File: config.mk
export PLATFORM = sky130hd
export DESIGN_NAME = multi_mode_sequencer
export DESIGN_NICKNAME = d
export VERILOG_FILES = /design/src/rtl/multi_mode_sequencer.sv
export SDC_FILE = /design/constraint.sdc
export NUM_CORES = 1
export LEC_CHECK = 0
export BUFFER_PORTS_ARGS = -buffer_cell sky130_fd_sc_hd__clkbuf_2
export CAP_MARGIN = 10
export CORE_ASPECT_RATIO = 0.75
export CORE_MARGIN = 10
export CORE_UTILIZATION = 35
export CTS_CLUSTER_DIAMETER = 150
export CTS_CLUSTER_SIZE = 24
export DETAILED_ROUTE_END_ITERATION = 6
export MAX_ROUTING_LAYER = met4
export PLACE_DENSITY = 0.53
export SYNTH_ARGS = -nofsm -noshare
export SYNTH_HDL_FRONTEND = slang
export SYNTH_SLANG_ARGS = --single-unit
File: constraint.sdc
create_clock -name clk -period 4.17 [get_ports clk]
set_clock_uncertainty 0.05 [all_clocks]
set_input_delay 0.834 -clock clk [delete_from_list [all_inputs] [get_ports clk]]
set_output_delay 0.834 -clock clk [all_outputs]
set_load 0.02 [all_outputs]
File: src/rtl/multi_mode_sequencer.sv
// Mode sequencer: steps among N_MODES channels on mode_btn, routes buttons/value to the active channel, drives a breathing RGB LED.
// Mode steps 3 clk after mode_btn rises; buttons/value/LED/clr are 1-cycle registered; no backpressure, every input is consumed each cycle.
module multi_mode_sequencer #(
  parameter int                   N_MODES      = 3,
  parameter int                   VALUE_W      = 16,
  parameter int                   BTN_W        = 3,
  parameter int                   PWM_PERIOD   = 10000,
  parameter int                   BREATH_STEP  = 1000000,
  parameter logic [3*N_MODES-1:0] MODE_COLOR   = 9'b001_010_100,
  parameter bit                   CLR_ON_ENTRY = 1'b1,
  localparam int                  MW           = (N_MODES > 1) ? $clog2(N_MODES) : 1
) (
  input  logic                       clk,
  input  logic                       reset_n,
  input  logic                       mode_btn,
  input  logic [BTN_W-1:0]           btn,
  input  logic [N_MODES*VALUE_W-1:0] ch_value,
  input  logic [N_MODES-1:0]         ch_active,
  output logic [N_MODES*BTN_W-1:0]   ch_btn,
  output logic [N_MODES-1:0]         ch_clr,
  output logic [MW-1:0]              mode,
  output logic                       mode_chg,
  output logic [VALUE_W-1:0]         value,
  output logic                       led_r,
  output logic                       led_g,
  output logic                       led_b
);

  localparam int              PW        = $clog2(PWM_PERIOD + 1);
  localparam int              SW        = $clog2(BREATH_STEP + 1);
  localparam int              DUTY_UNIT = PWM_PERIOD / 100;
  localparam logic [MW-1:0]   MODE_LAST = MW'(N_MODES - 1);
  localparam logic [PW-1:0]   PWM_LAST  = PW'(PWM_PERIOD - 1);
  localparam logic [SW-1:0]   STEP_LAST = SW'(BREATH_STEP - 1);

  typedef enum logic {
    BR_UP   = 1'b0,
    BR_DOWN = 1'b1
  } breath_e;

  logic                     mb_s1, mb_s2, mb_s3;
  logic                     mode_rise;
  logic                     lock_q;
  logic [N_MODES*BTN_W-1:0] btn_nxt;
  logic [N_MODES-1:0]       clr_nxt;
  logic [VALUE_W-1:0]       value_nxt;
  logic [PW-1:0]            pwm_cnt;
  logic [PW-1:0]            pwm_thr;
  logic                     pwm_on;
  logic [SW-1:0]            step_cnt;
  logic                     step_wrap;
  logic [6:0]               duty;
  breath_e                  br_state, br_next;
  logic [2:0]               col;
  logic [2:0]               led_nxt;

  // mb_s3 holds the previous synchronised level for edge detection
  always_ff @(posedge clk or negedge reset_n) begin
    if (!reset_n) begin
      mb_s1 <= 1'b0;
      mb_s2 <= 1'b0;
      mb_s3 <= 1'b0;
    end else begin
      mb_s1 <= mode_btn;
      mb_s2 <= mb_s1;
      mb_s3 <= mb_s2;
    end
  end

  assign mode_rise = mb_s2 & ~mb_s3;

  always_ff @(posedge clk or negedge reset_n) begin
    if (!reset_n) begin
      mode     <= '0;
      mode_chg <= 1'b0;
    end else begin
      mode_chg <= mode_rise;
      if (mode_rise) begin
        mode <= (mode == MODE_LAST) ? '0 : mode + MW'(1);
      end
    end
  end

  // A button held across a mode step stays blocked until released once
  always_ff @(posedge clk or negedge reset_n) begin
    if (!reset_n) begin
      lock_q <= 1'b0;
    end else if (mode_rise) begin
      lock_q <= |btn;
    end else if (~|btn) begin
      lock_q <= 1'b0;
    end
  end

  always_comb begin
    btn_nxt = '0;
    if (!mode_rise && !lock_q) begin
      btn_nxt[BTN_W*mode +: BTN_W] = btn;
    end
  end

  always_comb begin
    clr_nxt = '0;
    if (CLR_ON_ENTRY && mode_chg) begin
      clr_nxt[mode] = 1'b1;
    end
  end

  assign value_nxt = ch_value[VALUE_W*mode +: VALUE_W];

  always_ff @(posedge clk or negedge reset_n) begin
    if (!reset_n) begin
      ch_btn <= '0;
      ch_clr <= '0;
      value  <= '0;
    end else begin
      ch_btn <= btn_nxt;
      ch_clr <= clr_nxt;
      value  <= value_nxt;
    end
  end

  always_ff @(posedge clk or negedge reset_n) begin
    if (!reset_n) begin
      pwm_cnt  <= '0;
      step_cnt <= '0;
    end else begin
      pwm_cnt  <= (pwm_cnt == PWM_LAST) ? '0 : pwm_cnt + PW'(1);
      step_cnt <= step_wrap ? '0 : step_cnt + SW'(1);
    end
  end

  assign step_wrap = (step_cnt == STEP_LAST);

  always_ff @(posedge clk or negedge reset_n) begin
    if (!reset_n) begin
      br_state <= BR_UP;
    end else begin
      br_state <= br_next;
    end
  end

  // Direction flips on the step that lands duty on 100 or 0
  always_comb begin
    br_next = br_state;
    case (br_state)
      BR_UP:   if (step_wrap && duty == 7'd99) br_next = BR_DOWN;
      BR_DOWN: if (step_wrap && duty == 7'd1)  br_next = BR_UP;
      default: br_next = BR_UP;
    endcase
  end

  always_ff @(posedge clk or negedge reset_n) begin
    if (!reset_n) begin
      duty <= '0;
    end else if (step_wrap) begin
      duty <= (br_state == BR_UP) ? duty + 7'd1 : duty - 7'd1;
    end
  end

  assign pwm_thr = PW'(int'(duty) * DUTY_UNIT);
  assign pwm_on  = (pwm_cnt < pwm_thr);

  assign col     = MODE_COLOR[3*mode +: 3];
  assign led_nxt = ch_active[mode] ? (col & {3{pwm_on}}) : col;

  always_ff @(posedge clk or negedge reset_n) begin
    if (!reset_n) begin
      {led_r, led_g, led_b} <= 3'b000;
    end else begin
      {led_r, led_g, led_b} <= led_nxt;
    end
  end

endmodule

==> flow_summary.yaml <==
worst_setup_path:
  worstPathCellList: "inv_1 -> ha_1 -> ha_1 -> fa_1 -> ha_1 -> nand3_1 -> o211ai_1 -> o41ai_2 -> xnor2_1 -> ha_1 -> a21oi_1 -> o21ai_1 -> a211oi_2 -> nand3b_1 -> o21ai_0"
  critPathLaunchType: "flop"
  critPathCaptureType: "flop"
  timing.rr.end: "led_g"
  crit_path_frequent_cell: "ha_1"
  critical_path.n_buffers_inverters: 1
  critical_path.max_fanout: 4
  cpPeakStageDelay_ps: 460
  worstRegToRegCells: 15
  timing.reg2reg.setup_slack_ps: 330
  timing.critical_path.required_ps: 4380
  critPathSlowestCell: "fa_1"
  reg2reg_from: "duty[2]"
  criticalPathCategory: "reg2reg"
  critical-path-top-delay-family: "adder cells"
  worstPathArrival_ps: 4040
die:
  fp.dieArea_um2: 18100
  design.portCount: 91
  dieHeight_um: 119
  chipWidth_um: 152
  core.rowCount: 36
  floorplan.core_area_um2: 12900
  initial_core_util: 0.354
place:
  hpwlAfterDp_mm: 8.38
  place_congestion: 0.852
  place_area_um2: 5210
  numPlacedInstances: 695
  place.port_buffers: 90
clock_tree:
  post_cts_buffers: 0
  cts_root_buf: "clkbuf_16"
  max-clock-path-buffers: 2
  clock_latency_late_sink_ps: 340
  cts.sinks: 80
  cts.clk_slew.worst_paths_ps: 60
  cts_inserted_buffers: 9
  cts_tree: "yes"
  clock_tree.htree_level_count: 3
route:
  drtPass1Iterations: 5
  ant_nets: 0
  drt-wirelength-per-cell_um: 15.1
  drc: 0
  via_count: 3485
  routed_wirelength_mm: 10.7
  via_per_inst: 4.90
  drt-initial-drc-count: 137
global_routing:
  maximum_number_of_pins_on_one_net_before_global_route_repair: 64
  initial_antenna_violation_count: 0
  gr-usage-all-layers: 0.126
  grt.overflow.total: 0
  grt_pass1_wl_mm: 18.2
  grt_pass1_vias: 3707
logic_synthesis:
  synth_cell_types: 47
  synth_async_sr_flop_share: 1.00
  synthesized_area_divided_by_synthesized_cell_count_um2: 10.3
  yosys.area.top_type: "dfrtp_1"
  synth.top_cells.by_count: "dfrtp_1 (80), ha_1 (54), nand2_1 (45)"
  top_area_cell_type_share_of_the_netlist_area: 0.439
  ys_dominant_reg_cell: "dfrtp_1"
  synth.most_common_cell: "dfrtp_1"
  synth_seq_cells: 80
  synthTopCellsByArea: "dfrtp_1 (44%), ha_1 (15%), xnor2_1 (3.8%), mux2i_1 (3.7%), nand2_1 (3.7%)"
  mappedNetlistArea_um2: 4560
  post_synth_inst_count: 441
  syn_nets: 554
  synth-edff-count: 0
  yosysSeqAreaShare: 0.439
  yosysWarningCount: 0
final_layout:
  fin_util: 0.430
  final_nets: 648
  n_fill_cell: 1307
  fraction_of_layout_cells_with_a_size_suffix_above_1: 0.231
  num_antenna_cells: 0
  final-instance-count-excl-fill: 711
  layout.cell_area.non_filler_um2: 5540
  syn2layout_area_growth_pct: 21.5
hold_path:
  hold_end: "mb_s2"
  min-delay-start: "mb_s1"
  min_path_cells: 0
  worst_hold_path_type: "reg2reg"
sta:
  period_share: 0.920
  max_slew_margin: 0.463
  rsz_0062_raised_after_global_routing: "false"
  timing_worst_slew_pin_value_ps: 806
  achievable-frequency_mhz: 261
  finalHoldViolCount: 0
  report.final.slew_viol_count: 0
  finalSetupViolations: 0
  setup_tns_ps: 0
  period_minus_slack_ps: 3840
power_and_ir_drop:
  static-leakage-power_nw: 2.74
  peakVddDrop_mv: 0.226
  power-per-cell-area_nw_per_um2: 406
  totalPowerFinal_mw: 2.25
status:
  status: "completed"
run:
  max_cap_viol_count: 0
-- state kept, by name, indices dropped and copies added, names as in the netlist, 2 cells and up --
| signal | cells |
|---|---|
| duty | 7 |
| step_cnt | 20 |
| ch_clr | 3 |
| ch_btn | 9 |
| value | 16 |
| pwm_cnt | 14 |
| mode | 2 |
-- layer usage --
layer  track usage  wire length (µm)  vias to the layer above
met1         0.165              5590                     1666
met3        0.0467               725                        6
li1              -                 -                     1712
met2         0.173              4300                      101
met4        0.0414               104                        0
met5             -                 0                        -
-- layout make-up --
cell class | count | area (µm²) | area share
clock buffers | 11 | 243 | 0.0438
clock inverters | 5 | 80.1 | 0.0144
inverters | 22 | 82.6 | 0.0149
multi-input cells | 328 | 2440 | 0.440
flip-flops and latches | 80 | 2000 | 0.361
well taps | 171 | 214 | 0.0386
repair buffers | 94 | 483 | 0.0871
-- kinds of logic after synthesis --
| kind of cell | synth area share |
|---|---|
| simple gates | 0.191 |
| flops | 0.439 |
| fa+ha+maj | 0.157 |
| compound gates | 0.0727 |
| xor+xnor | 0.0691 |
| buf+inv | 0.0296 |
| mux | 0.0422 |
-- where the power goes --
| group | switching (mW) | internal [mW] | total, mW |
|---|---|---|---|
| logic | 0.314 | 0.168 | 0.482 |
| registers | 0.0528 | 0.862 | 0.915 |
| clock network | 0.313 | 0.540 | 0.853 |
| total | 0.680 | 1.57 | 2.25 |
-- through the flow --
stage	setup slack [ps]	hold slack, ps
after floorplan	540	281
after global placement	346	288
after detailed placement	21.1	301
after CTS	25.7	315
after global routing	42.9	328
final	334	314
-- placed cells by master, fill, tap and decap left out, drive strengths merged, types with 2 or more instances in the layout --
master and instances:
nor2 29, clkbuf 100, xor2 16, inv 22
and4 3, bufinv 2, or2 2, a211oi 2
nor2b 3, a31oi 2, or3 3, nand4 10
nor3 7, clkinvlp 2, a21oi 9, nand2 45
a21boi 2, and2 13, mux2i 17, mux2 2
and3 6, ha 54, o21ai 33, nor4 7
nand3b 6, nand3 20, xnor2 20, fa 2
nand2b 4, dfrtp 80, buf 5
-- timing repair --
action,in CTS,in global routing
gates resized for setup,0,5
setup endpoints to repair,0,3
hold buffers,0,0
hold endpoints to repair,0,0
-- worst register-to-register path, stage by stage, from the launching register on --
cell and delay [ps]:
dfrtp_1 410, inv_1 120, ha_1 310, ha_1 290, fa_1 460, ha_1 360
nand3_1 90, o211ai_1 120, o41ai_2 260, xnor2_1 170, ha_1 280, a21oi_1 180
o21ai_1 150, a211oi_2 260, nand3b_1 110, o21ai_0 150
-- how the worst max path moves through the flow --
stage / cells after the start / slack, ps / to / start
2_1_floorplan: 15 / 540 / led_b / duty[2]
3_3_place_gp: 17 / 350 / led_r / duty[1]
3_5_place_dp: 15 / 20 / led_r / duty[2]
4_1_cts: 15 / 30 / led_g / duty[2]
5_1_grt: 17 / 40 / led_r / duty[2]
6_report: 15 / 330 / led_g / duty[2]
Note: power is estimated with default switching activity, not from simulation.
